### config.mk
export PLATFORM = sky130hd
export DESIGN_NAME = alu_1bit
export DESIGN_NICKNAME = d
export VERILOG_FILES = /design/src/rtl/alu_1bit.sv
export SDC_FILE = /design/constraint.sdc
export NUM_CORES = 1
export LEC_CHECK = 0
export CORE_AREA = 5 5 42 44
export DETAILED_ROUTE_END_ITERATION = 8
export DIE_AREA = 0 0 47 49
export GPL_TIMING_DRIVEN = 0
export PLACE_DENSITY = 0.43
export RECOVER_POWER = 50
export SYNTH_ARGS = -nofsm -noshare
export SYNTH_HDL_FRONTEND = slang
export SYNTH_SLANG_ARGS = --single-unit
### constraint.sdc
create_clock -name clk -period 3.4 [get_ports clk]
set_input_delay 1.02 -clock clk [delete_from_list [all_inputs] [get_ports clk]]
set_output_delay 1.02 -clock clk [all_outputs]
set_load 0.01 [all_outputs]
### src/rtl/alu_1bit.sv
// ---------------------------------------------------------------------------
// alu_1bit
//
// Single-bit slice of a ripple-carry, MIPS-style N-bit ALU. Supports AND, OR,
// ADD, SUB, NAND, NOR and SLT through the external Ainvert/Binvert/c_in
// controls. The carry and sum outputs are combinational so that slices can be
// chained and the SLT feedback path stays unregistered. The function result
// and the signed-overflow flag are registered on clk.
//
// Ports:
//   clk      in   system clock, registers update on the rising edge
//   rst      in   asynchronous, active-high reset of the output registers
//   en       in   capture enable for the output registers
//   a, b     in   operand bits
//   less     in   SLT input (set of the MSB slice for bit 0, else 0)
//   Ainvert  in   invert a before the function unit
//   Binvert  in   invert b before the function unit
//   c_in     in   carry in from the previous slice (Binvert at bit 0)
//   op[1:0]  in   00 AND, 01 OR, 10 ADD, 11 LESS
//   result   out  registered function result
//   c_out    out  combinational carry out to the next slice
//   set      out  combinational adder sum bit (SLT source in the MSB slice)
//   overflow out  registered signed-overflow flag (MSB slice only)
//
// Build option:
//   ALU_1BIT_OVF_EN  when defined, the overflow XOR and its flop are built;
//                    otherwise overflow is tied to 0 (use in non-MSB slices).
// ---------------------------------------------------------------------------
module alu_1bit (
   input  logic       clk,
   input  logic       rst,
   input  logic       en,
   input  logic       a,
   input  logic       b,
   input  logic       less,
   input  logic       Ainvert,
   input  logic       Binvert,
   input  logic       c_in,
   input  logic [1:0] op,
   output logic       result,
   output logic       c_out,
   output logic       set,
   output logic       overflow
);

   logic aa;
   logic bb;
   logic sum;
   logic result_d;
   logic result_q;

   // Operand conditioning: the word-level control decides whether each
   // operand is used true or complemented (SUB/SLT invert b, NAND/NOR
   // invert both and rely on De Morgan).
   assign aa = a ^ Ainvert;
   assign bb = b ^ Binvert;

   // Full adder on the conditioned operands. Kept combinational so the
   // carry can ripple through the whole word within one cycle.
   assign sum   = aa ^ bb ^ c_in;
   assign c_out = (aa & bb) | (aa & c_in) | (bb & c_in);

   // The sum leaves the slice regardless of op; in the MSB slice it is the
   // sign of a-b and feeds the less input of bit 0 for SLT.
   assign set = sum;

   // Function select. Any op value that is not a clean binary code falls
   // into the default and yields 0 rather than propagating an unknown.
   always_comb begin
      result_d = 1'b0;
      case (op)
         2'b00:   result_d = aa & bb;
         2'b01:   result_d = aa | bb;
         2'b10:   result_d = sum;
         2'b11:   result_d = less;
         default: result_d = 1'b0;
      endcase
   end

   // Result register: cleared asynchronously by rst, otherwise captures the
   // selected function on enabled edges and holds when en is low.
   always_ff @(posedge clk or posedge rst) begin
      if (rst) begin
         result_q <= 1'b0;
      end else if (en) begin
         result_q <= result_d;
      end
   end

   assign result = result_q;

`ifdef ALU_1BIT_OVF_EN
   logic ovf_d;
   logic ovf_q;

   // Signed overflow is the disagreement between the carry into and out of
   // the sign bit. It is evaluated independently of op and is only
   // meaningful when this slice is the MSB.
   assign ovf_d = c_in ^ c_out;

   // Overflow register shares the reset and enable behaviour of result.
   always_ff @(posedge clk or posedge rst) begin
      if (rst) begin
         ovf_q <= 1'b0;
      end else if (en) begin
         ovf_q <= ovf_d;
      end
   end

   assign overflow = ovf_q;
`else
   // Non-MSB slices have no use for an overflow flag.
   assign overflow = 1'b0;
`endif

endmodule

==> metrics.txt <==
share of the yosys chip area belonging to registers=14.6%; Hold WS=0.587 ns; crit-path max cell delay=0.46 ns; largest fanout on the critical path=3; CP Launch Point=a; Finished Layout Cells=54; max reg flops=1; critical path's top delay family=buffers and inverters; vias in the first global route=203; ys flop type=dfrtp_1; syn nets=36; clock period minus final worst setup slack=3.34 ns; Sequential Area=25.0 µm²; Syn. warnings=0; Post-Syn Area=171 µm²; number of placed cells counting well taps=51; Filler cells=164; Core Area=0.00140 mm²; Yosys reg bits=1; GRT overflow=0; R2R Setup Slk=2.55 ns; via count=170; fin. max-slew vios=0; Synth async-reset ratio=100%; max frequency=300 MHz; placed standard-cell area=322 µm²; DR iter-0 viols=0; Arr. time, crit path=2.32 ns; Worst VDD drop=0.0613 mV; drt total wl=384 µm; PortBufs=13; biggest area consumer among synthesized cells=dfrtp_1; synthesized area per cell=7.79 µm²; clock latency on the worst-skew pair=0 ns; data required time of the worst path=2.38 ns; clock transition at the registers of the reported paths=0 ns; power density over cell area=182 mW/mm²; Critical Path End=set; CP max-delay cell=fa_1; IO Count=15; n_diodes=0; initial antenna violation count=0; Via-to-Cell Ratio=3.15; Critical Setup Path Class=in -> out; DRC Markers=0; share of the synthesized area in the top cell type=14.6%; Cell Chain, Critical Path=clkdlybuf4s50_1, xnor2_2, fa_1, inv_1, buf_2; power consumption=0.0637 mW; most instantiated cells after synthesis=inv_1, ha_1, nand2b_1; DR WL/cell=7.11 µm; Synth area leaders=dfrtp_1, ha_1, inv_1, fa_1, nand2b_1; Final WS setup=0.0619 ns; GP Congestion=0.622; pre-CTS WS=-0.481 ns; Post-synth EDFFs=0; LEAKAGE=0.178 nW; die area=0.00230 mm²; Final Hold Fails=0; Die W=47 µm; worst reg2reg path startpoint=result; fin area=350 µm²; Total GRT Usage=3.87%; reg-to-reg endpoint=result; largest net degree at the start of global routing=5; CP Launch Type=primary input; Synth Instances=22; Final Skew=0 ns; initial core utilization=12.2%; most frequent cell after synthesis=inv_1; period utilization=98.2%; drt first pass iters=1; Die Y=49 µm; first-pass GRT wire length=745 µm; Synth cell types=15; critical path depth=5; # Max-Cap Violations=0; worst path bufs/invs=3; Crit. End Element=output port; layout net count=54; Area growth syn-to-layout=104%; ratio of cells with drive above 1 in the final layout=18.4%; setup violators final=0; status=finished, final reports clean; Reg2Reg Depth=2; std cell rows=14; Hold-fix buffers, CTS=0; Hold WC Path Type=reg -> reg; area of the multi-input gates=131 µm²; DRT antenna net count=0
logic make-up (layout without fill, tap and decap cells):
logic type / Yosys count / after routing / share of synthesized area (%)
adder cells (fa/ha/maj): 3 / 3 / 26.3
AND/OR/NAND/NOR: 5 / 5 / 17.5
buffers and inverters: 7 / 23 / 17.5
AO/OA/AOI/OAI: 3 / 3 / 11.7
other: 1 / 1 / 2.19
XOR/XNOR: 2 / 2 / 10.2
flip-flops: 1 / 1 / 14.6
layer usage:
layer | part of all wire (%) | GRT usage, %
met1 | 34 | 5.04
met2 | 53 | 6.79
met3 | 13 | 0.738
met4 | 0 | 0
met5 | 0 | 0
layout by cell type, fill, tap and decap left out:
| master | Yosys | layout |
|---|---|---|
| nor2b_1 | 1 | 1 |
| dlygate4sd2_1 | 0 | 3 |
| nand2b_1 | 2 | 2 |
| fa_1 | 1 | 1 |
| inv_1 | 6 | 6 |
| xor2_2 | 0 | 1 |
| nand2_1 | 1 | 1 |
| buf_2 | 0 | 1 |
| buf_4 | 1 | 4 |
| conb_1 | 1 | 1 |
| or2b_1 | 1 | 1 |
| ha_1 | 2 | 2 |
| xnor2_2 | 0 | 1 |
| a311o_1 | 1 | 1 |
| clkdlybuf4s50_1 | 0 | 7 |
| o21ai_0 | 1 | 1 |
| dfrtp_1 | 1 | 1 |
| dlygate4sd3_1 | 0 | 2 |
| a21oi_1 | 1 | 1 |
metrics by stage:
| stage | setup TNS (ns) | utilization, % |
|---|---|---|
| after floorplan | 0 | - |
| after global placement | -0.835 | 22.9 |
| after detailed placement | -0.835 | 22.9 |
| after CTS | 0 | 23.4 |
| after global routing | -0.00198 | 25.0 |
| final | 0 | 25.0 |
worst min-delay path, cell delays in order (launching register included):
cell     delay (ns)
dfrtp_1        0.31
nor2b_1        0.13
a311o_1        0.11
how the worst min path moves through the flow:
stage | from | to | slack [ns] | cells past startpoint
final | result | result | 0.59 | 2
after floorplan | result | result | 0.63 | 2
after CTS | result | result | 0.60 | 2
after global placement | result | result | 0.61 | 2
after detailed placement | result | result | 0.59 | 2
after global routing | result | result | 0.65 | 2
where the power goes:
group | switching (mW) | internal (mW)
clock | 0 | 0
sequential | 0.000622 | 0.0140
combinational | 0.0196 | 0.0296
total | 0.0202 | 0.0436
final cells by class:
type | instances | share of cell area (%)
repair buffers | 16 | 41.1
multi-input cells | 14 | 37.5
flip-flops and latches | 1 | 7.14
inverters | 6 | 6.43
well taps | 16 | 5.71
plain buffers | 1 | 2.14
repair_timing:
item	4_1_cts	5_1_grt
setup buffers	1	2
setup endpoints to repair	2	2
pin swaps	2	2
gates resized for setup	8	1
cloned	0	0
Power figures use the tool's default switching activity.
